<file path="config.mk">
export PLATFORM = sky130hd
export DESIGN_NAME = noc_output_port_switch
export DESIGN_NICKNAME = d
export VERILOG_FILES = /design/src/rtl/noc_output_port_switch.sv
export SDC_FILE = /design/constraint.sdc
export NUM_CORES = 1
export LEC_CHECK = 0
export CORE_AREA = 2 2 163 165
export CTS_CLUSTER_SIZE = 12
export DETAILED_ROUTE_END_ITERATION = 12
export DIE_AREA = 0 0 165 167
export PLACE_DENSITY_LB_ADDON = 0.2
export SYNTH_ARGS = -nofsm -noshare
export SYNTH_HDL_FRONTEND = slang
export SYNTH_SLANG_ARGS = --single-unit
</file>
<file path="constraint.sdc">
create_clock -name noc_clk -period 3.47 [get_ports noc_clk]
set_input_delay 0.694 -clock noc_clk [delete_from_list [all_inputs] [get_ports noc_clk]]
set_output_delay 0.694 -clock noc_clk [all_outputs]
set_load 0.01 [all_outputs]
</file>
<file path="src/rtl/noc_output_port_switch.sv">
// Output-port switch stage: forwards the granted input's flits through one register stage and
// tracks per-VC downstream credits. Define NOC_OUTPUT_PORT_CREDIT_CHECK_EN to add credit_err_o.
module noc_output_port_switch #(
  parameter int unsigned CHANNELS     = 2,
  parameter int unsigned FLIT_WIDTH   = 64,
  parameter int unsigned CREDIT_DEPTH = 4,
  parameter int unsigned VC_W         = (CHANNELS > 1) ? $clog2(CHANNELS) : 1
) (
  input  logic                    noc_clk,
  input  logic                    noc_rst_n,
  input  logic [4:0]              grant_i,
  output logic                    free_o,
  output logic [CHANNELS-1:0]     vc_ready_o,
  input  logic [4:0]              in_valid_i,
  input  logic [5*FLIT_WIDTH-1:0] in_data_i,
  input  logic [5*VC_W-1:0]       in_vc_i,
  input  logic [4:0]              in_tail_i,
  output logic [4:0]              in_ready_o,
  output logic                    out_valid_o,
  output logic [FLIT_WIDTH-1:0]   out_data_o,
  output logic [VC_W-1:0]         out_vc_o,
  output logic                    out_tail_o,
`ifdef NOC_OUTPUT_PORT_CREDIT_CHECK_EN
  output logic                    credit_err_o,
`endif
  input  logic [CHANNELS-1:0]     credit_i
);

  localparam int unsigned     CntW   = $clog2(CREDIT_DEPTH + 1);
  localparam logic [CntW-1:0] CntMax = CntW'(CREDIT_DEPTH);
  localparam logic [CntW-1:0] CntOne = CntW'(1);

  typedef enum logic [1:0] {StIdle, StFwd, StRelease} state_e;

  state_e                state_q, state_d;
  logic [4:0]            sel_q, sel_d;
  logic [CntW-1:0]       credit_q [CHANNELS];
  logic [CntW-1:0]       credit_d [CHANNELS];
  logic                  out_valid_q, out_valid_d;
  logic [FLIT_WIDTH-1:0] out_data_q, out_data_d;
  logic [VC_W-1:0]       out_vc_q, out_vc_d;
  logic                  out_tail_q, out_tail_d;
  logic                  free_q, free_d;

  logic                  grant_onehot;
  logic [4:0]            port_ok;
  logic                  accept;
  logic [FLIT_WIDTH-1:0] acc_data;
  logic [VC_W-1:0]       acc_vc;
  logic                  acc_tail;

  assign grant_onehot = (grant_i != 5'd0) && ((grant_i & (grant_i - 5'd1)) == 5'd0);

  // A port may send only if the VC its current flit targets has a credit left.
  always_comb begin
    port_ok = 5'd0;
    for (int p = 0; p < 5; p++) begin
      for (int v = 0; v < CHANNELS; v++) begin
        if ((in_vc_i[p*VC_W +: VC_W] == VC_W'(v)) && (credit_q[v] != '0)) begin
          port_ok[p] = 1'b1;
        end
      end
    end
  end

  assign in_ready_o = (state_q == StFwd) ? (sel_q & port_ok) : 5'd0;
  assign accept     = |(in_valid_i & in_ready_o);

  always_comb begin
    acc_data = '0;
    acc_vc   = '0;
    acc_tail = 1'b0;
    for (int p = 0; p < 5; p++) begin
      if (sel_q[p]) begin
        acc_data = in_data_i[p*FLIT_WIDTH +: FLIT_WIDTH];
        acc_vc   = in_vc_i[p*VC_W +: VC_W];
        acc_tail = in_tail_i[p];
      end
    end
  end

  // Simultaneous return and consume on one VC cancel; returns saturate at the buffer depth.
  always_comb begin
    for (int v = 0; v < CHANNELS; v++) begin
      credit_d[v] = credit_q[v];
      if (credit_i[v] && !(accept && (acc_vc == VC_W'(v)))) begin
        if (credit_q[v] != CntMax) credit_d[v] = credit_q[v] + CntOne;
      end else if (!credit_i[v] && accept && (acc_vc == VC_W'(v))) begin
        credit_d[v] = credit_q[v] - CntOne;
      end
    end
  end

  always_comb begin
    state_d     = state_q;
    sel_d       = sel_q;
    free_d      = 1'b0;
    out_valid_d = accept;
    out_data_d  = out_data_q;
    out_vc_d    = out_vc_q;
    out_tail_d  = out_tail_q;
    if (accept) begin
      out_data_d = acc_data;
      out_vc_d   = acc_vc;
      out_tail_d = acc_tail;
    end
    case (state_q)
      StIdle: begin
        if (grant_onehot) begin
          sel_d   = grant_i;
          state_d = StFwd;
        end
      end
      StFwd: begin
        if (accept && acc_tail) begin
          state_d = StRelease;
          free_d  = 1'b1;
        end
      end
      StRelease: state_d = StIdle;
      default:   state_d = StIdle;
    endcase
  end

  always_ff @(posedge noc_clk or negedge noc_rst_n) begin
    if (!noc_rst_n) begin
      state_q     <= StIdle;
      sel_q       <= 5'd0;
      out_valid_q <= 1'b0;
      out_data_q  <= '0;
      out_vc_q    <= '0;
      out_tail_q  <= 1'b0;
      free_q      <= 1'b0;
      for (int v = 0; v < CHANNELS; v++) credit_q[v] <= CntMax;
    end else begin
      state_q     <= state_d;
      sel_q       <= sel_d;
      out_valid_q <= out_valid_d;
      out_data_q  <= out_data_d;
      out_vc_q    <= out_vc_d;
      out_tail_q  <= out_tail_d;
      free_q      <= free_d;
      for (int v = 0; v < CHANNELS; v++) credit_q[v] <= credit_d[v];
    end
  end

  always_comb begin
    for (int v = 0; v < CHANNELS; v++) vc_ready_o[v] = (credit_q[v] != '0);
  end

  assign free_o      = free_q;
  assign out_valid_o = out_valid_q;
  assign out_data_o  = out_data_q;
  assign out_vc_o    = out_vc_q;
  assign out_tail_o  = out_tail_q;

`ifdef NOC_OUTPUT_PORT_CREDIT_CHECK_EN
  logic err_q, err_d;
  logic grant_bad;
  logic overflow;

  assign grant_bad = (grant_i != 5'd0) && !grant_onehot;

  always_comb begin
    overflow = 1'b0;
    for (int v = 0; v < CHANNELS; v++) begin
      if (credit_i[v] && (credit_q[v] == CntMax)) overflow = 1'b1;
    end
    err_d = err_q | overflow | ((state_q == StIdle) && grant_bad);
  end

  always_ff @(posedge noc_clk or negedge noc_rst_n) begin
    if (!noc_rst_n) err_q <= 1'b0;
    else            err_q <= err_d;
  end

  assign credit_err_o = err_q;
`endif

endmodule

</file>
==> results_dict.tcl <==
set metrics [dict create \
    status "finished, final reports clean" \
    max_stage_delay_ns 0.54 \
    nets 1427 \
    dpl.hpwl_um 19530 \
    first_pass_iters 5 \
    synth_top_cell_by_area "dfrtp_1" \
    grt_pass1_vias 6726 \
    hold_viol_final 0 \
    cp_slowest_cell "a2111oi_1" \
    slew_viol_final 0 \
    drc 0 \
    irDropWorstVdd_mv 0.3185 \
    cts_root_buf "clkbuf_16" \
    period_minus_slack_ns 3.239 \
    fin_worst_skew_ns 0.009536 \
    grt_pass1_wl_um 37990 \
    cts.sinks 81 \
    worstPathCellList "clkdlybuf4s50_1 > nor4_1 > a2111oi_1 > buf_4 > clkdlybuf4s50_1" \
    areaGrowthSynthToFinish_pct 78.47 \
    crit_required_ns 2.78 \
    async_flop_share 1.000 \
    initial_core_util 0.2349 \
    synth-edff-count 0 \
    start_kind "input pin" \
    dr.first_iter.drc_count 273 \
    synth.distinct_cells 53 \
    pin_count 419 \
    cts_setup_buffers 0 \
    rows 59 \
    syn_avg_cell_area_um2 8.571 \
    rsz0062_at_grt "false" \
    hold_path.class "input pin to asynchronous set/reset pin" \
    worst_slack_ns 0.2313 \
    gp_congestion 0.8036 \
    setup_tns_ns 0 \
    cp_common_cell "clkdlybuf4s50_1" \
    antenna_found_initial 1 \
    portBuffers 418 \
    core-area_um2 25760 \
    final_util 0.4192 \
    critical_path_class "input pin to primary output" \
    synth-seq-cells 81 \
    drive_gt1_frac 0.09770 \
    cp_data_arrival_time_ns 2.54 \
    totalWireLength_um 25870 \
    worst_pin_slew_ns 0.8144 \
    yosysWarnings 0 \
    grtUsageTotal 0.1798 \
    layout_common_cells "417 x clkdlybuf4s50_1, 75 x dfrtp_1, 73 x nand2_1" \
    wire_per_inst_um 18.20 \
    ys_seq_area_frac 0.3354 \
    maxSlewHeadroom 0.4570 \
    die_y_um 167 \
    synth_nets 1052 \
    cts_buffer_depth 2 \
    whs_ns 0.3484 \
    layout_commonest_cell "clkdlybuf4s50_1" \
    clkLatencyLatePin_ns 0.34 \
    numCtsBuffers 9 \
    cts_tree "done" \
    die_area_um2 27560 \
    vias 6799 \
    synth_top_area_frac 0.3267 \
    post-place-ws_ns 0.08946 \
    cts_htree_levels 3 \
    grt_overflow_total 0 \
    clkSlewWorstSetupHoldPaths_ns 0.07 \
    period_share 0.9333 \
    cap_violations 0 \
    finalPower_mw 8.679 \
    cp-end-kind "primary output" \
    synth_ff_type "dfrtp_1" \
    syn_inst 706 \
    postRouteAntennaNets 0 \
    grt_max_degree 70 \
    hold_buffers 0 \
    viasPerCell 4.785 \
    cts-resized-gates 0 \
    n_fill_cell 2606 \
    setup_viol 0 \
    power.density_nw_per_um2 803.7 \
    max_freq_mhz 308.8 \
    syn_area_um2 6051 \
    die_x_um 165 \
    synth_top_cells_by_area "dfrtp_1 33%, mux2_4 15%, a221oi_1 9.4%" \
    cellLeakagePower_nw 4.275 \
    path_max_fanout 3 \
]
## power by group
group	switching [mW]	internal, mW	total, mW
sequential	0.533	1.46	1.99
clock	0.380	0.551	0.931
combinational	2.72	3.03	5.75
total	3.63	5.04	8.68
## through the flow
step | instance area (um^2) | cells
after detailed placement | 10520 | 1405
after global placement | 10520 | 1405
after CTS | 10800 | 1420
final | 10800 | 1421
after floorplan | 6051 | 706
after global routing | 10800 | 1420
## critical path: cells and delay by family
family          cells  cell delay [ns]
buf+inv             3             1.25
compound gates      1             0.54
simple gates        1             0.06
## final timing paths
check	start	end	cells past startpoint	slack (ns)
worst max-delay path	in_vc_i[2]	in_ready_o[2]	5	0.23
worst min-delay path	noc_rst_n	credit_q[0]$_DFFE_PN0P_	1	0.35
worst max register to register	credit_q[5]$_DFFE_PN1P_	credit_q[1]$_DFFE_PN0P_	8	0.56
worst min register to register	out_data_o[47]$_DFFE_PN0P_	out_data_o[47]$_DFFE_PN0P_	1	0.49
max in group asynchronous	noc_rst_n	out_data_o[8]$_DFFE_PN0P_	2	2.38
min in group noc_clk	out_data_o[47]$_DFFE_PN0P_	out_data_o[47]$_DFFE_PN0P_	1	0.49
## Yosys cell counts, types with 3 or more instances
cell      instances
nor3_1           66
buf_2             3
mux2_4           59
o21ai_0          65
nand2_1          73
and3_1            3
mux2_1            8
a211oi_1          3
nor2_1           68
a21oi_1          71
nor2b_1           3
buf_1             3
dfrtp_1          79
nor4_1            5
mux2i_1           6
o21ai_1           3
clkbuf_1         59
a31oi_1           3
inv_1            10
buf_6             6
a221oi_1         65
## metal layers
metal	share of wire	global-route usage	vias to the layer above
met5	0	0	-
met4	0.020	0.05520	0
met3	0.085	0.04408	29
met2	0.51	0.3275	294
met1	0.38	0.2040	3110
li1	-	-	3366
## layout make-up
class / instances / area [um^2] / area share
diodes: 1 / 2.502 / 0.0002317
clock buffers: 11 / 232.7 / 0.02155
clock inverters: 4 / 45.04 / 0.004171
inverters: 11 / 43.79 / 0.004055
multi-input cells: 542 / 3662 / 0.3391
flip-flops and latches: 81 / 2039 / 0.1889
well taps: 335 / 419.2 / 0.03881
repair buffers: 436 / 4354 / 0.4032
## flip-flops by register name, summed over array words and instances, names as in the netlist
register     count
out_data_o      64
credit_q         6
sel_q            5
state_q          2
free_o           1
out_tail_o       1
out_valid_o      1
out_vc_o         1
## kinds of logic after synthesis
| group | after synthesis | synth area share |
|---|---|---|
| fa+ha+maj | 3 | 0.008272 |
| xor+xnor | 3 | 0.004343 |
| mux | 73 | 0.1712 |
| buf+inv | 83 | 0.06059 |
| simple gates | 232 | 0.1739 |
| flops | 81 | 0.3354 |
| compound gates | 231 | 0.2463 |
Power figures use the tool's default switching activity.
